File: config.mk
export PLATFORM = sky130hd
export DESIGN_NAME = pipe_bimpy_mpy
export DESIGN_NICKNAME = d
export VERILOG_FILES = /design/src/rtl/pipe_bimpy_mpy.sv
export SDC_FILE = /design/constraint.sdc
export NUM_CORES = 1
export LEC_CHECK = 0
export CORE_MARGIN = 3
export CORE_UTILIZATION = 60
export CTS_BUF_LIST = sky130_fd_sc_hd__clkbuf_8
export DETAILED_ROUTE_END_ITERATION = 10
export PLACE_DENSITY = 0.77
export SYNTH_ARGS = -nofsm -noshare
export SYNTH_HDL_FRONTEND = slang
export SYNTH_SLANG_ARGS = --single-unit
File: constraint.sdc
create_clock -name i_clk -period 6 [get_ports i_clk]
set_input_delay 1.5 -clock i_clk [delete_from_list [all_inputs] [get_ports i_clk]]
set_output_delay 1.5 -clock i_clk [all_outputs]
set_load 0.02 [all_outputs]
File: src/rtl/pipe_bimpy_mpy.sv
// ---------------------------------------------------------------------------
// pipe_bimpy_mpy
//   Fully pipelined IAW x IBW multiplier. Operand A is consumed two bits per
//   stage. Each stage forms a small 2 x IBW partial product and adds it into a
//   registered accumulator. One operand pair is accepted per enabled clock.
//   Signed mode multiplies the magnitudes and applies the sign at the output.
//   A valid tag travels alongside the data. Latency is ceil(IAW/2)+2 enabled
//   clock edges.
//
// Ports
//   i_clk      rising-edge clock
//   i_reset_n  asynchronous active-low reset; clears every pipeline register
//   i_ce       clock enable; the whole pipeline holds when low
//   i_valid    operands on i_a / i_b are valid
//   i_a        operand A (IAW bits, scanned two bits per stage)
//   i_b        operand B (IBW bits)
//   o_valid    o_p holds a finished product
//   o_p        product, IAW+IBW bits (two's complement when OPT_SIGNED=1)
// ---------------------------------------------------------------------------
module pipe_bimpy_mpy #(
  parameter int IAW        = 16,
  parameter int IBW        = 16,
  parameter int OPT_SIGNED = 1
) (
  input  logic                 i_clk,
  input  logic                 i_reset_n,
  input  logic                 i_ce,
  input  logic                 i_valid,
  input  logic [IAW-1:0]       i_a,
  input  logic [IBW-1:0]       i_b,
  output logic                 o_valid,
  output logic [IAW+IBW-1:0]   o_p
);

  localparam int K   = (IAW + 1) / 2;
  localparam int AW2 = 2 * K;
  localparam int OW  = IAW + IBW;

  localparam logic [IAW-1:0] ONE_A = {{(IAW-1){1'b0}}, 1'b1};
  localparam logic [IBW-1:0] ONE_B = {{(IBW-1){1'b0}}, 1'b1};
  localparam logic [OW-1:0]  ONE_P = {{(OW-1){1'b0}}, 1'b1};

  // Inter-stage buses. Index k is the output of stage k (stage 0 = input).
  // A bits and B are not needed after the last multiply stage.
  logic [OW-1:0]  acc_w [0:K];
  logic           v_w   [0:K];
  logic           neg_w [0:K];
  logic [AW2-1:0] ma_w  [0:K-1];
  logic [IBW-1:0] mb_w  [0:K-1];

  // ------------------------------------------------------------------
  // Stage 0: capture operands as magnitudes plus a result sign.
  // ------------------------------------------------------------------
  logic           v0_d, v0_q;
  logic           neg0_d, neg0_q;
  logic [AW2-1:0] ma0_d, ma0_q;
  logic [IBW-1:0] mb0_d, mb0_q;
  logic [IAW-1:0] a_mag;
  logic [IBW-1:0] b_mag;

  always_comb begin
    a_mag  = i_a;
    b_mag  = i_b;
    neg0_d = 1'b0;
    if (OPT_SIGNED != 0) begin
      // The most negative value negates to itself, which read as unsigned
      // is exactly its magnitude, so no extra bit is needed.
      if (i_a[IAW-1]) a_mag = ~i_a + ONE_A;
      if (i_b[IBW-1]) b_mag = ~i_b + ONE_B;
      neg0_d = i_a[IAW-1] ^ i_b[IBW-1];
    end
    v0_d  = i_valid;
    ma0_d = AW2'(a_mag);
    mb0_d = b_mag;
  end

  always_ff @(posedge i_clk or negedge i_reset_n) begin
    if (!i_reset_n) begin
      v0_q   <= 1'b0;
      neg0_q <= 1'b0;
      ma0_q  <= '0;
      mb0_q  <= '0;
    end else if (i_ce) begin
      v0_q   <= v0_d;
      neg0_q <= neg0_d;
      ma0_q  <= ma0_d;
      mb0_q  <= mb0_d;
    end
  end

  assign acc_w[0] = '0;
  assign v_w[0]   = v0_q;
  assign neg_w[0] = neg0_q;
  assign ma_w[0]  = ma0_q;
  assign mb_w[0]  = mb0_q;

  // ------------------------------------------------------------------
  // Stages 1..K: each consumes the two lowest remaining A bits.
  // ------------------------------------------------------------------
  genvar gi;
  generate
    for (gi = 1; gi <= K; gi++) begin : g_stage
      localparam int SH = 2 * gi - 2;

      logic [1:0]     a_slice;
      logic [IBW+1:0] pp0, pp1, pp;
      logic [OW-1:0]  acc_d, acc_q;
      logic           v_d, v_q;
      logic           neg_d, neg_q;

      always_comb begin
        a_slice = ma_w[gi-1][1:0];
        pp0     = a_slice[0] ? {2'b00, mb_w[gi-1]}       : '0;
        pp1     = a_slice[1] ? {1'b0, mb_w[gi-1], 1'b0}  : '0;
        // Half-adder form of pp0+pp1; the result is at most 3*mb and
        // always fits in IBW+2 bits.
        pp      = (pp0 ^ pp1) + ((pp0 & pp1) << 1);
        // The running sum is bounded by the final product, so it never
        // exceeds OW bits even when the top slice is padded for odd IAW.
        acc_d   = acc_w[gi-1] + (OW'(pp) << SH);
        v_d     = v_w[gi-1];
        neg_d   = neg_w[gi-1];
      end

      always_ff @(posedge i_clk or negedge i_reset_n) begin
        if (!i_reset_n) begin
          acc_q <= '0;
          v_q   <= 1'b0;
          neg_q <= 1'b0;
        end else if (i_ce) begin
          acc_q <= acc_d;
          v_q   <= v_d;
          neg_q <= neg_d;
        end
      end

      assign acc_w[gi] = acc_q;
      assign v_w[gi]   = v_q;
      assign neg_w[gi] = neg_q;

      if (gi < K) begin : g_fwd
        logic [AW2-1:0] ma_d, ma_q;
        logic [IBW-1:0] mb_d, mb_q;

        always_comb begin
          ma_d = ma_w[gi-1] >> 2;
          mb_d = mb_w[gi-1];
        end

        always_ff @(posedge i_clk or negedge i_reset_n) begin
          if (!i_reset_n) begin
            ma_q <= '0;
            mb_q <= '0;
          end else if (i_ce) begin
            ma_q <= ma_d;
            mb_q <= mb_d;
          end
        end

        assign ma_w[gi] = ma_q;
        assign mb_w[gi] = mb_q;
      end
    end
  endgenerate

  // ------------------------------------------------------------------
  // Output stage: restore the sign. Negating zero gives zero.
  // ------------------------------------------------------------------
  logic          o_valid_d, o_valid_q;
  logic [OW-1:0] o_p_d, o_p_q;

  always_comb begin
    o_valid_d = v_w[K];
    o_p_d     = acc_w[K];
    if (neg_w[K]) o_p_d = ~acc_w[K] + ONE_P;
  end

  always_ff @(posedge i_clk or negedge i_reset_n) begin
    if (!i_reset_n) begin
      o_valid_q <= 1'b0;
      o_p_q     <= '0;
    end else if (i_ce) begin
      o_valid_q <= o_valid_d;
      o_p_q     <= o_p_d;
    end
  end

  assign o_valid = o_valid_q;
  assign o_p     = o_p_q;

endmodule

==> results.md, run 1 <==
* Synth Cell Area at 0.03103 mm^2
* Global-route wire length before repair at 110.2 mm
* Worst vdd ir at approximately 0.26 mV
* 1st-pass router iterations at 5
* CTS H-Tree Depth at 3
* Top FF cell, synth: dfrtp_1
* Row count at 82
* Max cap viols at 0
* R2R Path Start: g_stage[2].g_fwd.ma_q[1]
* CTS tree: built
* Critical path class: register to register
* Largest net degree at the start of global routing at 210
* Post-synthesis cell count at 2982
* Max-Slew Margin vs Limit at 0.2288
* GR Util All Layers at 0.2470
* Sequential cell area at roughly 0.011 mm^2
* Die Width at 233.4 um
* Area Growth Syn to Fin at 9.924%
* PD cells at 592.8 mW/mm^2
* CP endpoint kind: register
* Initial antenna violation count at 0
* Core area at 0.05058 mm^2
* Ant. Diodes at 0
* Setup TNS Final at 0 ns
* Hold_sp: g_stage[7].acc_q[1]
* Congestion Overflow GR at 0
* Pleak at 15.85 nW
* Vias in the first global route at 22.42k
* Drt wl/cell at approximately 17 um
* Via Count at 22.01k
* Fin. Hold Viols at 0
* Initial Utilization at 0.6134
* Synthesized area per cell at 10.40 um^2
* Number of buffers added on ports at 68
* Fmax at between 150 and 200 MHz
* Die area at approximately 0.054 mm^2
* Fill cell count at between 3k and 4k
* Crit path DAT at 5.61 ns
* Slew @ Worst Pin at approximately 1.2 ns
* Final Util at 0.6743
* Post-route DRC at 0
* Iteration-0 DRC Markers at 1155
* Hold/Removal Path Class: register to register
* Required time of the critical path at between 6 and 7 ns
* Clk_lat worst skew at 0.68 ns
* CTS Root Cell: clkbuf_8
* Tcrit/Tclk final at 0.8429
* Setup-failing EPs final at 0
* Crit path time final at 5.057 ns
* Area of the multi-input gates at between 0.015 and 0.02 mm^2
* Ys async rst share at 1.000
* Ratio of cells with drive above 1 in the final layout at 0.1651
* TritonCTS Buffers at 80
* Die Y at 233.4 um
* Clock Skew at around 0.029 ns
* Post-synth EDFFs at 0
* Nets at 3486
* CP Max Fanout at 17
* Post-cts resize count at 0
* Crit path from: g_stage[2].g_fwd.ma_q[1]
* Setup Buffers After CTS at 0
* CTS Hold Bufs at 0
* Clock slew at reported path FFs at 0.06 ns
* DP HPWL at 48.52 mm
* GPL Wtd Cong at 0.8855
* Vias per cell at 5.804
* Register area share after synthesis at 0.3686
* Final Routed Wirelength at 64.72 mm
* Syn. warnings at 0
* #FFs+latches synth at between 400 and 500
* Status: finished clean
* DRT antenna net count at 0
* Io pins at 69
* Number of clock sinks at approximately 460
* Syn_nets at between 3k and 4k
* Startpoint types: register
* Unique masters post-synth at 68
* CTS max path bufs at 3
* RSZ-0062 raised after global routing: false
* Pins over their slew limit at 0
-- layout make-up --
| class | count | share of cell area |
|---|---|---|
| clock buffers | 98 | 0.03955 |
| flip-flops and latches | 457 | 0.3353 |
| repair buffers | 76 | 0.02458 |
| multi-input cells | 2351 | 0.5553 |
| inverters | 91 | 0.01002 |
| well taps | 672 | 0.02465 |
| clock inverters | 47 | 0.01064 |
-- state kept, by name, indices dropped and copies added, names as in the netlist --
| signal | flops |
|---|---|
| g_stage.acc_q | 206 |
| o_p | 32 |
| g_stage.v_d | 1 |
| ma0_q | 16 |
| g_stage.v_q | 8 |
| g_stage.neg_d | 1 |
| g_stage.g_fwd.ma_q | 56 |
| o_valid | 1 |
| g_stage.g_fwd.mb_q | 112 |
| g_stage.neg_q | 8 |
| g_stage.g_fwd.mb_d | 16 |
-- stage by stage --
stage / total power, W / std cells / instance area [um^2] / setup slack (ns) / hold WS [ns]
6_report: 0.02022 / 3792 / 34110 / 0.9428 / 0.4813
5_1_grt: 0.02211 / 3792 / 34110 / 0.3847 / 0.5189
3_3_place_gp: 0.01685 / 3647 / 32390 / 1.018 / 0.4643
4_1_cts: 0.02038 / 3792 / 34110 / 0.9586 / 0.4912
3_5_place_dp: 0.01720 / 3647 / 32390 / 0.9540 / 0.4774
2_1_floorplan: 0.01437 / 2982 / 31030 / 1.691 / 0.4492
-- cell usage in the layout, fill, tap and decap left out, types with 12 or more instances in the layout --
cell type	n
clkdlybuf4s50_1	66
nor2b_1	31
dfrtp_1	457
and2_1	263
o21a_1	18
ha_1	378
o21bai_1	22
a211oi_1	23
and3_1	13
nand2b_1	18
xnor2_1	157
nand2_1	109
or3_1	16
a21oi_1	202
mux2_2	359
xor2_1	87
or2_2	12
o21ai_0	99
nor2_1	210
a31oi_1	14
or4_1	16
o31ai_1	23
inv_1	118
nor3_1	48
clkbuf_8	98
a21boi_0	13
fa_1	15
o211ai_1	21
a21o_1	49
nand3_1	27
-- worst max-delay path, cell delays in order (launching register included) --
cell and delay [ns]:
dfrtp_1 0.55, and2_1 0.23, ha_1 0.27, ha_1 0.19
inv_1 0.08, fa_1 0.47, nor2b_1 0.12, o21ai_0 0.10
a21boi_0 0.23, o21ai_0 0.11, nand2b_1 0.12, a21oi_1 0.14
o21bai_1 0.17, xor2_1 0.16, ha_1 0.28, and3_1 0.19
a221oi_1 0.33, nor2b_1 0.12, o41ai_1 0.43, o21ai_0 0.23
xor2_1 0.18, mux2_2 0.27
-- metal layers --
metal	global-route usage	routed length, um	part of all wire
met1	0.3208	29450	0.46
met2	0.4251	31120	0.48
met3	0.03902	2246	0.035
met4	0.07728	1897	0.029
met5	0	0	0
-- report_power, final --
group,switching [W],total [W],internal [W]
Clock,0.00134,0.00301,0.00167
Combinational,0.00593,0.0118,0.00585
Sequential,0.00114,0.00543,0.00429
Total,0.00841,0.0202,0.0118
-- cell usage after synthesis (14+ instances only) --
master / count / area [um^2]
o211ai_1: 21 / 157.7
clkbuf_1: 77 / 289.0
a21oi_1: 202 / 1011
or4_1: 16 / 120.1
nor2_1: 210 / 788.3
xor2_1: 87 / 762.0
nand2b_1: 18 / 112.6
o21ai_0: 99 / 495.5
o21bai_1: 22 / 165.2
and2_1: 263 / 1645
a211oi_1: 23 / 172.7
o31ai_1: 23 / 172.7
fa_1: 15 / 300.3
or3_1: 16 / 100.1
o21a_1: 18 / 135.1
ha_1: 378 / 4730
dfrtp_1: 457 / 11440
a31oi_1: 14 / 87.58
nand3_1: 27 / 135.1
xnor2_1: 157 / 1375
inv_1: 90 / 337.8
nand2_1: 109 / 409.1
nor3_1: 48 / 240.2
a21o_1: 49 / 367.9
nor2b_1: 31 / 193.9
mux2_2: 359 / 4043
-- worst paths after layout --
| kind | endpoint | slack (ns) | cells after the start |
|---|---|---|---|
| worst max-delay path | g_stage[3].acc_q[20] | 0.94 | 21 |
| worst min-delay path | g_stage[8].acc_q[1] | 0.48 | 2 |
| worst max register to register | g_stage[3].acc_q[20] | 0.94 | 21 |
| worst min register to register | g_stage[8].acc_q[1] | 0.48 | 2 |
| max in group asynchronous | g_stage[4].g_fwd.mb_q[12] | 3.98 | 2 |
| min in group asynchronous | g_stage[8].neg_q | 0.87 | 1 |
-- cells by family after synthesis --
| logic type | synth area share |
|---|---|
| XOR/XNOR | 0.06888 |
| buffers and inverters | 0.02105 |
| multiplexers | 0.1313 |
| AND/OR/NAND/NOR | 0.1328 |
| AO/OA/AOI/OAI | 0.1153 |
| flip-flops | 0.3686 |
| adder cells (fa/ha/maj) | 0.1621 |
No activity file was read; power rests on OpenSTA's default activity.
==> run 2: changes to the inputs <==
==> constraint.sdc (replaced) <==
create_clock -name i_clk -period 4.81 [get_ports i_clk]
set_input_delay 1.2025 -clock i_clk [delete_from_list [all_inputs] [get_ports i_clk]]
set_output_delay 1.2025 -clock i_clk [all_outputs]
set_load 0.02 [all_outputs]
==> run 2 against run 1 <==
Die area unchanged; core utilization up 0.67 points; register-to-register slack worse by 0.65 ns; sequential share of layout area down 0.30 points; clock power up 28%; power up 28%; clock skew up 0.0089 ns; hold slack worse by 0.0022 ns; global-route usage up 0.66 points; critical path type unchanged; design area up 0.99%; critical path depth down 4; setup slack worse by 0.65 ns; critical endpoint is now g_stage[5].acc_q[25].
==> results.md, run 2 (synthesis results as in run 1) <==
* Worst reg2reg path depth at 17 (-19%)
* Critical Path Max Stage Delay at 0.48 ns (-0.07 ns)
* CTS tree: built
* Clk_lat worst skew at 0.68 ns (about the same)
* Cell Chain, Critical Path: and2_1 -> ha_1 -> ha_1 -> a21o_1 -> a211oi_1 -> nor2_1 -> or4_1 -> a31o_2 -> a21oi_1 -> xnor2_1 -> ha_1 -> o2111ai_1 -> a31oi_1 -> or4_1 -> a31oi_1 -> xnor2_1 -> a21oi_1
* Critical path class: register to register
* Ratio of cells with drive above 1 in the final layout at 0.1819 (+0.01681)
* Global-route wire length before repair at 113.3 mm (+2.8%)
* GR Util met2 at 0.4263 (+0.001198)
* Largest net degree at the start of global routing at 159 (-24%)
* Core area at 0.05058 mm^2 (unchanged)
* Placed insts at 3669 (+0.60%)
* Row count at 82 (unchanged)
* Pleak at 16.03 nW (+1.1%)
* Vias per cell at 5.810 (+0.11%)
* Startpoint types: register
* Number of buffers added on ports at 68 (unchanged)
* Net Switching at 0.01086 W (+29%)
* Fin area at 0.03445 mm^2 (+0.99%)
* Die Y at 233.4 um (unchanged)
* Biggest regs: g_stage.acc_q (206), g_stage.g_fwd.mb_q (112), g_stage.g_fwd.ma_q (56)
* Final cell count without fillers at 3829 (+0.98%)
* Logic pwr share at 0.591 (+0.008)
* Initial antenna violation count at 1 (+1)
* Io pins at 69 (unchanged)
* CP Max Fanout at 4 (-13)
* Iteration-0 DRC Markers at 1306 (+13%)
* Max-Slew Margin vs Limit at 0.2176 (-0.01122)
* Max cap viols at 0 (unchanged)
* Setup-failing EPs final at 0 (unchanged)
* Hold Slack at 0.4791 ns (-0.002189 ns)
* GR Util All Layers at 0.2536 (+0.006599)
* Switching Share at 0.4199 (+0.003896)
* Tcrit/Tclk final at 0.9382 (+0.09538)
* Fin. Hold Viols at 0 (unchanged)
* Hold/Removal Path Class: register to register
* Crit path time final at 4.513 ns (-0.5442 ns)
* Commonest non-fill, non-tap cells in the layout: 449 x dfrtp_1, 377 x ha_1, 359 x mux2_2, 263 x and2_1, 210 x nor2_1
* Hold EP: g_stage[2].g_fwd.ma_q[5]
* PD cells at 750.7 mW/mm^2 (+27%)
* Drt wl/cell at 17.51 um (+2.6%)
* Biggest register: g_stage.acc_q
* Fmax at 221.6 MHz (+12%)
* Crit path DAT at 5.03 ns (-0.58 ns)
* Slew @ Worst Pin at 1.144 ns (-0.01275 ns)
* Status: finished clean
* Final Routed Wirelength at 67.04 mm (+3.6%)
* Worst hold stages at 1 (-1)
* Clock Skew at 0.03803 ns (+0.008921 ns)
* Overall power at 0.02586 W (+28%)
* Clock slew at reported path FFs at 0.06 ns (about the same)
* Required time of the critical path at 5.33 ns (-1.22 ns)
* Pint at 0.01500 W (+27%)
* Dpl cell area at 0.03254 mm^2 (+0.43%)
* Initial Utilization at 0.6134 (unchanged)
* CTS Root Cell: clkbuf_8
* CTS H-Tree Depth at 3 (unchanged)
* Via Count at 22.25k (+1.1%)
* GPL Wtd Cong at 0.8773 (-0.93%)
* Largest delay contributor family on the critical path: compound AO/OA/AOI/OAI gates
* DP HPWL at 50.15 mm (+3.4%)
* Clk pwr share at 0.148 (about the same)
* DRT antenna net count at 0 (unchanged)
* Number of clock sinks at 457 (unchanged)
* TritonCTS Buffers at 82 (+2.5%)
* GR peak layer: met2
* Number of flip-flops in the largest register at 206 (unchanged)
* Post-route DRC at 0 (unchanged)
* Crit Reg-Reg Endpoint: g_stage[5].acc_q[25]
* Hold_sp: g_stage[1].g_fwd.ma_q[7]
* Die Width at 233.4 um (unchanged)
* CTS Hold Bufs at 0 (unchanged)
* Worst path slowest cell: or4_1
* Pins over their slew limit at 0 (unchanged)
* Vias in the first global route at 22.70k (+1.3%)
* Worst vdd ir at 0.3092 mV (+21%)
* CTS max path bufs at 3 (unchanged)
* Seq pwr share at 0.261 (-0.008)
* R2r setup slk at 0.30 ns (-0.65 ns)
* Die area at 0.05448 mm^2 (unchanged)
* Nets at 3517 (+0.89%)
* 1st-pass router iterations at 5 (unchanged)
* R2R Path Start: g_stage[4].g_fwd.mb_q[3]
* Area Growth Syn to Fin at 11.02%
* Most frequent CP cell: ha_1
* Grt met1 use at 0.3340 (+0.01316)
* Most common cell after layout, fill and taps aside: dfrtp_1
* Met3 usage at 0.03707 (-0.001951)
* Congestion Overflow GR at 0 (unchanged)
* WP buf/inv at 0 (-1)
* CP endpoint kind: register
==> run 2: area by class of cell <==
class | count | area, um^2
Clock buffer | 108 | 1486
Inverter | 91 | 341.6
Fill cell | 3852 | 16140
Tap cell | 672 | 840.8
Multi-Input combinational cell | 2351 | 19000
Timing Repair Buffer | 105 | 1031
Clock inverter | 44 | 299.0
Antenna cell | 1 | 2.502
Sequential cell | 457 | 11450
==> run 2: how the worst max path moves through the flow <==
stage	start	endpoint	slack, ns	depth (start not counted)
5_1_grt	g_stage[3].g_fwd.ma_q[0]	g_stage[4].acc_q[23]	-0.04	23
3_5_place_dp	g_stage[5].g_fwd.ma_q[0]	g_stage[6].acc_q[26]	0.03	20
6_report	g_stage[4].g_fwd.mb_q[3]	g_stage[5].acc_q[25]	0.30	17
2_1_floorplan	g_stage[2].g_fwd.ma_q[1]	g_stage[3].acc_q[20]	0.50	21
3_3_place_gp	g_stage[2].g_fwd.ma_q[0]	g_stage[3].acc_q[20]	0.13	21
4_1_cts	g_stage[4].g_fwd.ma_q[0]	g_stage[5].acc_q[25]	0.02	21
==> run 2: power groups by stage <==
| stage | clock network [W] | logic [W] | registers, W |
|---|---|---|---|
| 5_1_grt | 0.00413 | 0.0171 | 0.00695 |
| 4_1_cts | 0.00395 | 0.0151 | 0.00676 |
| 3_3_place_gp | 0 | 0.0145 | 0.00673 |
| 2_1_floorplan | 0 | 0.0116 | 0.00629 |
| 3_5_place_dp | 0 | 0.0149 | 0.00681 |
| 6_report | 0.00384 | 0.0153 | 0.00674 |
==> run 2: repair_timing <==
item,4_1_cts,5_1_grt
gates resized for setup,3,35
pin swaps,0,6
gates cloned,0,0
setup buffers,0,7
setup endpoints to repair,2,29
endpoints found under the hold margin,0,0
==> run 2: layer usage <==
metal  part of all wire  wire length [um]
met4              0.031              2096
met3              0.035              2328
met2               0.47             31840
met1               0.46             30770
met5                  0                 0
==> run 2: metrics by stage <==
step	setup TNS, ns	util	worst slack [ns]
6_report	0	0.6810	0.2970
5_1_grt	-0.06400	0.6809	-0.03536
4_1_cts	0	0.6787	0.01520
3_5_place_dp	0	0.6432	0.02923
3_3_place_gp	0	0.6432	0.1276
2_1_floorplan	0	-	0.5013
